## src/rtl/fft_output_serializer.sv

```systemverilog
`default_nettype none
// ============================================================================
// Module      : fft_output_serializer
// Description : Captures one 32-point FFT result frame in a single cycle and
//               streams it out word by word over valid/ready, natural or
//               bit-reversed bin order.
// Revision    : 1.0 - initial release
// ============================================================================
module fft_output_serializer #(
    parameter int p_dataBits   = 20,
    parameter int p_points     = 32,
    parameter int p_bitReverse = 0
) (
    input  logic                         CLK,
    input  logic                         RST,
    input  logic                         i_load,
    input  logic [32*p_dataBits-1:0]     i_frame,
    output logic                         o_busy,
    output logic                         o_drop,
    output logic [p_dataBits-1:0]        o_data,
    output logic [4:0]                   o_index,
    output logic                         o_valid,
    output logic                         o_last,
    input  logic                         i_ready
);

    localparam logic [4:0] c_LAST_CNT = 5'd31;

    typedef enum logic [0:0] {
        S_IDLE   = 1'b0,
        S_STREAM = 1'b1
    } state_t;

    state_t                r_state;
    state_t                w_state_nxt;
    logic [4:0]            r_cnt;
    logic [4:0]            w_cnt_nxt;
    logic                  r_drop;
    logic                  w_drop_nxt;
    logic                  w_capture;
    logic                  w_stream;
    logic                  w_xfer;
    logic                  w_final;
    logic [4:0]            w_rev;
    logic [4:0]            w_idx;
    logic [p_dataBits-1:0] r_buf [0:p_points-1];

    assign w_stream = (r_state == S_STREAM);
    assign w_xfer   = w_stream & i_ready;
    assign w_final  = w_xfer & (r_cnt == c_LAST_CNT);

    generate
        for (genvar g = 0; g < 5; g++) begin : g_rev
            assign w_rev[g] = r_cnt[4-g];
        end
        if (p_bitReverse != 0) begin : g_idx_rev
            assign w_idx = w_rev;
        end else begin : g_idx_nat
            assign w_idx = r_cnt;
        end
    endgenerate

    always_ff @(posedge CLK or posedge RST) begin
        if (RST) begin
            r_state <= S_IDLE;
            r_cnt   <= 5'd0;
            r_drop  <= 1'b0;
        end else begin
            r_state <= w_state_nxt;
            r_cnt   <= w_cnt_nxt;
            r_drop  <= w_drop_nxt;
        end
    end

    // A new frame is taken when idle, or on the very edge the old one finishes.
    always_comb begin
        w_state_nxt = r_state;
        w_cnt_nxt   = r_cnt;
        w_drop_nxt  = 1'b0;
        w_capture   = 1'b0;
        case (r_state)
            S_IDLE: begin
                if (i_load) begin
                    w_capture   = 1'b1;
                    w_cnt_nxt   = 5'd0;
                    w_state_nxt = S_STREAM;
                end
            end
            S_STREAM: begin
                if (w_final) begin
                    w_cnt_nxt = 5'd0;
                    if (i_load) begin
                        w_capture = 1'b1;
                    end else begin
                        w_state_nxt = S_IDLE;
                    end
                end else begin
                    if (w_xfer) begin
                        w_cnt_nxt = r_cnt + 5'd1;
                    end
                    w_drop_nxt = i_load;
                end
            end
            default: begin
                w_state_nxt = S_IDLE;
                w_cnt_nxt   = 5'd0;
            end
        endcase
    end

    // Buffer has no reset: its contents are only observed while streaming.
    always_ff @(posedge CLK) begin
        if (w_capture) begin
            for (int k = 0; k < p_points; k++) begin
                r_buf[k] <= i_frame[k*p_dataBits +: p_dataBits];
            end
        end
    end

    assign o_valid = w_stream;
    assign o_busy  = w_stream;
    assign o_drop  = r_drop;
    assign o_last  = w_stream & (r_cnt == c_LAST_CNT);
    assign o_index = w_stream ? w_idx : 5'd0;
    assign o_data  = w_stream ? r_buf[w_idx] : '0;

endmodule
`default_nettype wire

```

## config.mk

```make
export PLATFORM = sky130hd
export DESIGN_NAME = fft_output_serializer
export DESIGN_NICKNAME = d
export VERILOG_FILES = /design/src/rtl/fft_output_serializer.sv
export SDC_FILE = /design/constraint.sdc
export NUM_CORES = 1
export LEC_CHECK = 0
export ABC_AREA = 0
export CORE_AREA = 2 2 264 266
export DETAILED_ROUTE_END_ITERATION = 10
export DIE_AREA = 0 0 266 268
export GPL_ROUTABILITY_DRIVEN = 0
export HOLD_SLACK_MARGIN = 0.06
export PLACE_DENSITY_LB_ADDON = 0.12
export SLEW_MARGIN = 30
export SYNTH_ARGS = -nofsm -noshare
export SYNTH_HDL_FRONTEND = slang
export SYNTH_SLANG_ARGS = --single-unit
export TNS_END_PERCENT = 10
```

## constraint.sdc

```tcl
create_clock -name CLK -period 29.1 [get_ports CLK]
set_clock_uncertainty 0.05 [all_clocks]
set_input_delay 4.365 -clock CLK [delete_from_list [all_inputs] [get_ports CLK]]
set_output_delay 4.365 -clock CLK [all_outputs]
set_load 0.05 [all_outputs]
```

[After elaboration in Yosys (flattened, before gate mapping)]
Memory sizes are Yosys's and may differ from the RTL's.
Cells that the tools add are included.
Operators by class
  add/sub/neg operators: 1
  equal/unequal tests: 3
  multiplexer cells: 15
  bitwise gates (word level): 4
  reduce and logical (&&, ||, !) cells: 1
Operators with widths (number)
  20-bit two-way mux: 1
  5-bit two-way mux: 4
  5-bit one-hot mux with 2 select lines: 1
  1-bit two-way mux: 7
  5-bit by 1-bit adder with 5-bit output, second input constant: 1
  5-bit == test, second input constant: 1
  1-bit one-hot mux with 2 select lines: 2
  1-bit bitwise AND: 3
  3-bit by 1-bit inequality test with 1-bit output, second input constant: 1
  2-bit inequality test, second input constant: 1
  2-bit AND reduction: 1
  1-bit inverter: 1
Word-level totals
  flip-flop bits (word level): 7
  bits in writable memories: 640
  bits of input ports: 644
  output and inout port bits: 29
  memories: 1
Memories
  r_buf: words 32, bits a word 20, read ports 1, clocked after Yosys merged registers in 0, wr ports 32, RTL line 46  | logic [p_dataBits-1:0] r_buf [0:p_points-1];

[Depth between registers and ports, before layout]
Gate-level depths: netlist of run 1.
  depth in word-level cells: 6
  gate-level depth with buffers: 9

[Worst setup path after synthesis of run 1]
Ideal clock, no wire load.
  kind: input-to-reg
  start: input port i_ready
  end: memory r_buf[0][0], enable pin
  library setup time: 1.730 ns
  data arrival time: 32.482 ns
  slack: -5.162 ns
  cell stages on the path: 2
  cells stage by stage: a21boi_0 -> nor2b_1
RTL lines
  start: declaration: RTL line 24  | input logic i_ready
  end: declaration: RTL line 46

[Worst setup path after layout of run 1]
  start: register r_cnt[0]
  end: output port o_data[0]
On the way
  word-level cells in the longest chain between the ends: 2
Ends and longest elaborated chain
  start: declaration: RTL line 36  | logic [4:0] r_cnt;
  start signal: assignment: RTL line 70  | r_cnt <= w_cnt_nxt;
  memory 32 x 20 bit
  20-bit two-way mux: RTL line 125  | assign o_data = w_stream ? r_buf[w_idx] : '0;
  end: declaration: RTL line 20  | output logic [p_dataBits-1:0] o_data,
Every way passes these cells.

==> impl_metrics.csv, run 1 <==
group,metric,value,unit
run_status,status,"finished clean",
drt,drt.antenna.violating_nets,0,
cts,cts_buffers,72,
logic_synthesis,yosysSeqAreaShare,77.6,%
cts,cts_max_level,3,
cells_and_area,drive_gt1_share,14.4,%
cells_and_area,nNetsFinal,2506,
setup_path,cp-start-kind,"flop",
power_and_ir_drop,intPower,1.85,mW
place,place_ws,20.35,ns
logic_synthesis,synth_cell_types,35,
floorplan,ios,673,
power_and_ir_drop,p_comb_share,25.9,%
drt,vias,14200,
global_routing,grt_antenna_before_repair,42,
drt,via_per_inst,5.01,
timing,fin_crit_sh,32.1,%
power_and_ir_drop,p_seq_share,40.3,%
cts,clk_pin_slew_worst_paths,0.06,ns
drt,post_drt_wl_per_cell,27.9,µm
timing,period_needed,9.33,ns
global_routing,grt_pass1_wl,107000,µm
place,hpwl,58500,µm
drt,drt_wl_total,79000,µm
setup_path,worstSetupPathType,"flop to output pin",
global_routing,grt_max_degree,179,
timing,finalSetupViolations,0,
cts,cts_tree,"built",
logic_synthesis,synth_cells,1161,
power_and_ir_drop,swShare,29.9,%
logic_synthesis,avgSynthCellArea,21.5,µm²
setup_path,arrival,4.92,ns
cts,postCtsResizedCells,0,
setup_path,max_stage_delay,0.96,ns
setup_path,critPathMaxFanout,82,
setup_path,cp_common_cell,"buf_12",
setup_path,cp_top_family,"buffers and inverters",
global_routing,track_usage,21.8,%
cells_and_area,area_delta_synth_final,40.3,%
cells_and_area,seqCellArea,19400,µm²
drt,first_pass_iters,5,
worst_hold_path,hold_class,"flop to flop",
power_and_ir_drop,p_sw,788,µW
global_routing,first_global_vias,15000,
timing,rsz0062_at_grt,"false",
floorplan,start_util,36.6,%
timing,finalSetupTns,0,ns
timing,drv_slew,0,
setup_path,critPathBufInv,4,
cts,cts.repair_timing.setup_buffer_count,0,
setup_path,worstPathCellList,"buf_12 -> buf_12 -> buf_16 -> mux2i_1 -> a22oi_1 -> a21oi_1 -> nor4_1 -> clkdlybuf4s50_1",
drt,drc,0,
power_and_ir_drop,ir_drop,43.7,µV
timing,tightest_slew,1.11,ns
setup_path,worst_setup_path_end_kind,"output pin",
floorplan,dieWidth,266,µm
timing,hold_viol_final,0,
floorplan,core-area,68200,µm²
logic_synthesis,synth_fp_nets,1807,
timing,fmax,107,MHz
power_and_ir_drop,p_clk_share,33.8,%
cells_and_area,multiInputGateArea,5190,µm²
setup_path,required,24.69,ns
cts,cts_hold_buf,0,
logic_synthesis,ys_warn_count,0,
floorplan,die-area,71300,µm²
logic_synthesis,ys_seq_elements,647,
global_routing,grt_remaining_overflow,0,
cts,clock_path_buffers,3,
floorplan,dieHeight,268,µm
place,portBuffers,672,
power_and_ir_drop,leakagePower,11.4,nW
power_and_ir_drop,pwr_density_cell,75.3,nW/µm²
setup_path,critical_path.slowest_cell,"clkdlybuf4s50_1",
logic_synthesis,syn-cell-area,25000,µm²
power_and_ir_drop,p_total,2.64,mW
drt,first_iter_violations,1267,
timing,slew_headroom,25.6,%
run,maxCapViolCount,0,
cts,clkLatencyLatePin,0.59,ns
cells_and_area,fill_cells,5556,
cts,cts_root_buffer,"clkbuf_16",
cts,cts_sinks,647,
timing,fin_ws,19.77,ns
floorplan,rows,96,
-- cells in the final DEF (no fill, tap or decap), drive strengths merged, types with 8 or more instances in the layout --
| cell type | Yosys | routed |
|---|---|---|
| nand2 | 8 | 8 |
| mux2i | 80 | 80 |
| clkinv | 0 | 25 |
| diode | 0 | 30 |
| nor4 | 20 | 20 |
| mux4 | 120 | 120 |
| and2 | 8 | 8 |
| a21oi | 20 | 20 |
| edfxtp | 640 | 640 |
| a22oi | 40 | 40 |
| a211oi | 40 | 40 |
| clkdlybuf4s50 | 0 | 672 |
| clkbuf | 29 | 92 |
| mux2 | 20 | 20 |
| buf | 40 | 22 |
| o21ai | 25 | 25 |
| inv | 3 | 8 |
| nor2b | 44 | 44 |
-- per-layer routing --
metal | track usage [%] | wire [µm] | vias to the layer above
li1 | - | - | 6302
met1 | 25.8 | 29900 | 7171
met2 | 37.1 | 40500 | 561
met3 | 7.25 | 6870 | 107
met4 | 7.80 | 1560 | 22
met5 | 0 | 149 | -
-- sequential cells by signal (all words and copies together), names as in the netlist --
register,count
o_busy,1
r_buf,640
o_drop,1
r_cnt,5
-- cell usage after synthesis --
library cell	n	share of area [%]
or2_2	2	0.050
buf_12	3	0.24
edfxtp_1	640	77
inv_1	3	0.045
a22o_1	2	0.070
buf_6	6	0.27
dfrtp_1	7	0.70
buf_1	7	0.11
buf_8	1	0.060
mux2_2	20	0.90
nor4_1	20	0.50
o21ai_1	6	0.12
a211oi_1	40	1.2
nor2b_1	44	1.1
o21ai_0	19	0.38
buf_4	12	0.36
nand3_1	1	0.020
a31oi_1	1	0.025
and2_1	8	0.20
a21o_1	1	0.030
nand2_1	8	0.12
nor2_1	2	0.030
a21oi_1	20	0.40
mux2i_1	80	3.2
ha_1	2	0.10
nand2b_1	1	0.025
a21boi_0	1	0.030
o22ai_1	1	0.025
a22oi_1	40	1.2
buf_2	11	0.22
clkbuf_1	29	0.44
and3_1	1	0.025
mux4_2	120	11
o31ai_1	1	0.030
a32o_1	1	0.040
-- layout make-up --
class / count / share of cell area, %
tap: 882 / 3.15
timing repair buffer: 694 / 19.9
multi-input combinational: 442 / 14.8
clock inverter: 37 / 1.07
antenna: 30 / 0.214
sequential: 647 / 55.4
inverter: 3 / 0.0321
clock buffer: 92 / 5.48
-- power groups by stage --
| stage | Sequential, mW | Clock [mW] | Combinational [mW] |
|---|---|---|---|
| floorplan | 1.06 | 0 | 0.410 |
| global placement | 1.09 | 0 | 0.689 |
| detailed placement | 1.08 | 0 | 0.695 |
| CTS | 1.06 | 0.915 | 0.697 |
| global route | 1.07 | 0.953 | 0.721 |
| finish | 1.06 | 0.893 | 0.683 |
-- kinds of logic after synthesis --
family,after synthesis,share of synthesized area (%)
AO/OA/AOI/OAI,133,3.56
AND/OR/NAND/NOR,87,2.07
adder cells (fa/ha/maj),2,0.100
flip-flops,647,77.6
multiplexers,220,14.9
buffers and inverters,72,1.74
-- metrics by stage --
| step | area [µm²] | instances | hold WS (ns) | utilization [%] |
|---|---|---|---|---|
| floorplan | 25000 | 1161 | 0.529 | - |
| global placement | 32600 | 2666 | 0.606 | 47.8 |
| detailed placement | 32700 | 2667 | 0.612 | 47.9 |
| CTS | 34900 | 2796 | 0.632 | 51.2 |
| global route | 35000 | 2816 | 0.675 | 51.3 |
| finish | 35100 | 2827 | 0.641 | 51.4 |
-- path summary, 6_finish.rpt --
| path | start | end | slack, ns | depth (start not counted) |
|---|---|---|---|---|
| min | r_cnt[3]$_DFFE_PP0P_ | r_cnt[3]$_DFFE_PP0P_ | 0.64 | 1 |
| min reg2reg | r_cnt[3]$_DFFE_PP0P_ | r_cnt[3]$_DFFE_PP0P_ | 0.64 | 1 |
| max reg2reg | r_cnt[0]$_DFFE_PP0P_ | r_buf[21][6]$_DFFE_PP_ | 22.83 | 11 |
| min in group asynchronous | RST | r_cnt[0]$_DFFE_PP0P_ | 4.18 | 2 |
| max | r_cnt[0]$_DFFE_PP0P_ | o_data[0] | 19.77 | 8 |
| max in group asynchronous | RST | r_cnt[1]$_DFFE_PP0P_ | 24.50 | 2 |
(Power assumes the default switching activity.)
==> run 2: changes to the inputs <==
- clock period: 29.1 -> 8.3 ns (I/O delays scaled with it)
==> impl_metrics.csv, run 2 (synthesized netlist as in run 1, its figures left out) <==
group,metric,value,unit
cts,cts_hold_buf,0,
cells_and_area,final_util,51.2,%
floorplan,dieWidth,266,µm
drt,vias,14100,
setup_path,cp-start-kind,"flop",
global_routing,grt_remaining_overflow,0,
cts,cts_root_buffer,"clkbuf_16",
timing,fmax,179,MHz
cts,clock_path_buffers,3,
cts,cts_sinks,647,
global_routing,first_global_vias,15100,
cells_and_area,mostFrequentLayoutCells,"clkdlybuf4s50_1, edfxtp_1, mux4_2",
timing,finalSetupViolations,0,
setup_path,worstSetupPathType,"flop to output pin",
drt,first_pass_iters,4,
cells_and_area,regMostFlops,"r_buf",
drt,drc,0,
worst_hold_path,hold_class,"flop to flop",
drt,post_drt_wl_per_cell,28.0,µm
power_and_ir_drop,ir_drop,136,µV
setup_path,required,7.01,ns
timing,tightest_slew,1.00,ns
place,dp_cells,2664,
cells_and_area,fill_cells,5588,
cts,clkLatencyLatePin,0.58,ns
global_routing,grt_max_degree,162,
setup_path,worst_setup_path_end_kind,"output pin",
cells_and_area,instances_no_fill,2818,
cells_and_area,final_common_cell,"clkdlybuf4s50_1",
global_routing,grt_antenna_before_repair,38,
cts,cts_buffers,74,
setup_path,critPathMaxFanout,58,
cells_and_area,nNetsFinal,2504,
cts,cts_max_level,3,
run,maxCapViolCount,0,
drt,drt.antenna.violating_nets,0,
floorplan,start_util,36.6,%
power_and_ir_drop,leakagePower,11.4,nW
floorplan,ios,673,
timing,slew_headroom,33.2,%
floorplan,dieHeight,268,µm
global_routing,grt_pass1_wl,108000,µm
timing,drv_slew,0,
drt,drt_wl_total,79000,µm
power_and_ir_drop,pwr_density_cell,263,nW/µm²
cts,cts_tree,"built",
timing,period_needed,5.60,ns
cells_and_area,multiInputGateArea,5190,µm²
floorplan,die-area,71300,µm²
cells_and_area,drive_gt1_share,13.7,%
cells_and_area,largest_register_ffs,640,
run_status,status,"finished clean",
timing,rsz0062_at_grt,"false",
cts,cts.repair_timing.setup_buffer_count,0,
cells_and_area,area_delta_synth_final,39.8,%
floorplan,core-area,68200,µm²
place,portBuffers,672,
drt,first_iter_violations,1230,
drt,via_per_inst,5.01,
floorplan,rows,96,
cells_and_area,seqCellArea,19400,µm²
cts,clk_pin_slew_worst_paths,0.06,ns
cts,postCtsResizedCells,0,
place,hpwl,58200,µm
setup_path,arrival,4.31,ns
global_routing,track_usage,21.7,%
timing,hold_viol_final,0,
cells_and_area,reg.largest.list,"r_buf (640), r_cnt (5)",
timing,fin_crit_sh,67.5,%
-- run 2: changes by cell type in the layout (fill, tap and decap cells not counted), moves of 2 or more --
cell | previous run | this run
a211oi_1 | 36 | 40
a211oi_2 | 4 | 0
buf_6 | 5 | 2
bufinv_16 | 6 | 4
clkbuf_1 | 18 | 16
clkbuf_16 | 74 | 77
clkinv_1 | 12 | 19
clkinv_2 | 12 | 10
diode_2 | 30 | 26
inv_16 | 2 | 0
-- run 2: stage by stage --
stage                     setup TNS [ns]  worst slack, ns  instance area, µm²  hold slack, ns  power (mW)
after global placement                 0             3.29               32600           0.607        6.22
after floorplan                 -1907.03            -2.98               25000           0.529        5.15
after global routing                   0             2.56               34900           0.699        9.51
after detailed placement               0             3.23               32600           0.618        6.23
after CTS                              0             2.58               34900           0.635        9.32
final                                  0             2.70               34900           0.629        9.18
-- run 2: layout make-up --
| type | instances | share of cell area (%) |
|---|---|---|
| multi-input cells | 442 | 14.9 |
| clock buffers | 93 | 5.69 |
| repair buffers | 690 | 19.8 |
| diodes | 26 | 0.186 |
| inverters | 3 | 0.0322 |
| flip-flops and latches | 647 | 55.5 |
| well taps | 882 | 3.16 |
| clock inverters | 35 | 0.741 |
-- run 2: worst paths after layout --
path | cells past startpoint | start | end | slack (ns)
min in group asynchronous | 2 | RST | o_drop$_DFF_PP0_ | 1.03
min | 1 | r_cnt[3]$_DFFE_PP0P_ | r_cnt[3]$_DFFE_PP0P_ | 0.63
max | 6 | r_cnt[2]$_DFFE_PP0P_ | o_data[8] | 2.70
min reg2reg | 1 | r_cnt[3]$_DFFE_PP0P_ | r_cnt[3]$_DFFE_PP0P_ | 0.63
max reg2reg | 8 | r_cnt[1]$_DFFE_PP0P_ | r_buf[5][0]$_DFFE_PP_ | 3.68
max in group asynchronous | 2 | RST | r_cnt[1]$_DFFE_PP0P_ | 6.78
-- run 2: layer usage --
layer	part of all wire [%]	GRT usage (%)
met5	0.17	0
met4	1.8	7.35
met3	7.5	6.70
met2	52	37.2
met1	39	26.2
-- run 2: worst max-delay path: stages (launching register included) --
cell and delay, ns:
dfrtp_4 1.04, buf_4 0.54, mux4_2 0.36, nor2b_1 0.14, a211oi_1 0.60, nor4_1 0.15, clkdlybuf4s50_1 0.80
-- run 2: power breakdown --
| part | internal, mW | switching, mW | total, mW |
|---|---|---|---|
| sequential | 3.63 | 0.128 | 3.76 |
| clock | 1.81 | 1.26 | 3.07 |
| combinational | 1.02 | 1.33 | 2.35 |
| total | 6.46 | 2.72 | 9.18 |
==> run 3: changes to the inputs <==
- CORE_AREA: 2 2 264 266 -> 2 2 265 267
- DIE_AREA: 0 0 266 268 -> 0 0 267 269
- clock period: 8.3 -> 5.61 ns (I/O delays scaled with it)
==> impl_metrics.csv, run 3 (synthesized netlist as in run 1, its figures left out) <==
group,metric,value,unit
timing,period_needed,5.06,ns
timing,whs,0.462,ns
setup_path,critPathMaxFanout,30,
power_and_ir_drop,leakagePower,11.4,nW
global_routing,track_usage,21.6,%
cells_and_area,seqCellArea,19400,µm²
cts,cts_root_buffer,"clkbuf_16",
timing,drv_slew,0,
cells_and_area,mostFrequentLayoutCells,"clkdlybuf4s50_1, edfxtp_1, mux4_2",
cts,postCtsResizedCells,0,
run,maxCapViolCount,0,
setup_path,required,4.72,ns
cells_and_area,final_util,50.7,%
cells_and_area,area_delta_synth_final,40.7,%
timing,slew_headroom,37.1,%
global_routing,grt_antenna_before_repair,29,
power_and_ir_drop,p_comb_share,26.6,%
drt,first_iter_violations,1239,
cts,clock_path_buffers,3,
setup_path,arrival,4.17,ns
drt,drc,0,
power_and_ir_drop,p_clk_share,32.8,%
timing,rsz0062_at_grt,"false",
floorplan,ios,673,
place,place_ws,0.953,ns
cts,clk_pin_slew_worst_paths,0.06,ns
cts,cts_buffers,72,
cells_and_area,fill_cells,5663,
setup_path,reg2reg_depth,9,
drt,drt.antenna.violating_nets,0,
setup_path,worstSetupPathType,"flop to output pin",
timing,fin_crit_sh,90.1,%
power_and_ir_drop,ir_drop,175,µV
setup_path,critical_path.slowest_cell,"clkdlybuf4s50_1",
drt,post_drt_wl_per_cell,27.4,µm
cts,clkLatencyLatePin,0.60,ns
power_and_ir_drop,p_total,13.5,mW
setup_path,worst_setup_path_end_kind,"output pin",
setup_path,worstPathCellList,"buf_12 -> buf_4 -> mux4_2 -> nor2b_1 -> a211oi_1 -> buf_4 -> nor4_1 -> clkdlybuf4s50_1",
power_and_ir_drop,p_sw,4.03,mW
setup_path,cp_common_cell,"buf_4",
place,portBuffers,672,
floorplan,core-area,69300,µm²
setup_path,cp-start-kind,"flop",
global_routing,grt_max_degree,188,
cts,cts_max_level,3,
timing,hold_viol_final,0,
worst_hold_path,hold_class,"primary input to asynchronous set/reset pin",
global_routing,grt_pass1_wl,107000,µm
cells_and_area,multiInputGateArea,5210,µm²
timing,tightest_slew,0.939,ns
setup_path,cp_top_family,"buffers and inverters",
global_routing,grt_remaining_overflow,0,
setup_path,critPathBufInv,4,
timing,fin_ws,0.553,ns
cts,cts.repair_timing.setup_buffer_count,0,
floorplan,start_util,36.1,%
drt,drt_wl_total,79200,µm
cells_and_area,reg.largest.list,"r_buf (640), r_cnt (5)",
cts,cts_tree,"built",
power_and_ir_drop,pwr_density_cell,385,nW/µm²
cells_and_area,nNetsFinal,2520,
power_and_ir_drop,intPower,9.50,mW
setup_path,worst-path-stages,8,
drt,vias,14200,
floorplan,dieHeight,269,µm
run_status,status,"finished clean",
global_routing,first_global_vias,14800,
timing,finalSetupViolations,0,
timing,fmax,198,MHz
power_and_ir_drop,p_seq_share,40.6,%
timing,finalSetupTns,0,ns
setup_path,max_stage_delay,0.77,ns
cells_and_area,final_common_cell,"clkdlybuf4s50_1",
floorplan,rows,97,
cells_and_area,regMostFlops,"r_buf",
cells_and_area,largest_register_ffs,640,
cts,cts_hold_buf,0,
place,hpwl,59700,µm
power_and_ir_drop,swShare,29.8,%
floorplan,die-area,71800,µm²
cts,cts_sinks,647,
drt,first_pass_iters,5,
floorplan,dieWidth,267,µm
cells_and_area,drive_gt1_share,14.7,%
drt,via_per_inst,4.90,
## run 3: cell type report
class                           count  area share [%]
Tap cell                          940            3.34
Clock inverter                     32           0.672
Multi-Input combinational cell    442            14.8
Sequential cell                   647            55.2
Inverter                            3          0.0320
Antenna cell                       25           0.178
Timing Repair Buffer              708            20.2
Clock buffer                       96            5.56
## run 3: path summary, 6_finish.rpt
check	endpoint	startpoint	slack, ns
max in group asynchronous	r_cnt[1]$_DFFE_PP0P_	RST	4.76
min in group CLK	r_cnt[3]$_DFFE_PP0P_	r_cnt[3]$_DFFE_PP0P_	0.66
worst max-delay path	o_data[4]	r_cnt[0]$_DFFE_PP0P_	0.55
worst max register to register	r_buf[18][9]$_DFFE_PP_	r_cnt[1]$_DFFE_PP0P_	1.51
worst min register to register	r_cnt[3]$_DFFE_PP0P_	r_cnt[3]$_DFFE_PP0P_	0.66
worst min-delay path	o_drop$_DFF_PP0_	RST	0.46
## run 3: stage by stage
| stage | cells | instance area, µm² |
|---|---|---|
| after floorplan | 1161 | 25000 |
| after global placement | 2738 | 32900 |
| after detailed placement | 2738 | 32900 |
| after CTS | 2866 | 35000 |
| after global routing | 2886 | 35200 |
| final | 2893 | 35200 |
## run 3: power by group through the flow
stage	clock [mW]	combinational, mW	sequential [mW]
6_report	4.44	3.59	5.50
5_1_grt	4.73	3.79	5.51
4_1_cts	4.56	3.68	5.50
3_5_place_dp	0	3.67	5.60
3_3_place_gp	0	3.66	5.60
2_1_floorplan	0	2.14	5.50
## run 3: layer usage
layer | vias up | track usage (%) | part of all wire (%)
li1 | 6331 | - | -
met1 | 7148 | 26.9 | 39
met5 | - | 0 | 0.083
met4 | 10 | 7.73 | 2.1
met3 | 97 | 5.43 | 7.3
met2 | 584 | 36.8 | 52
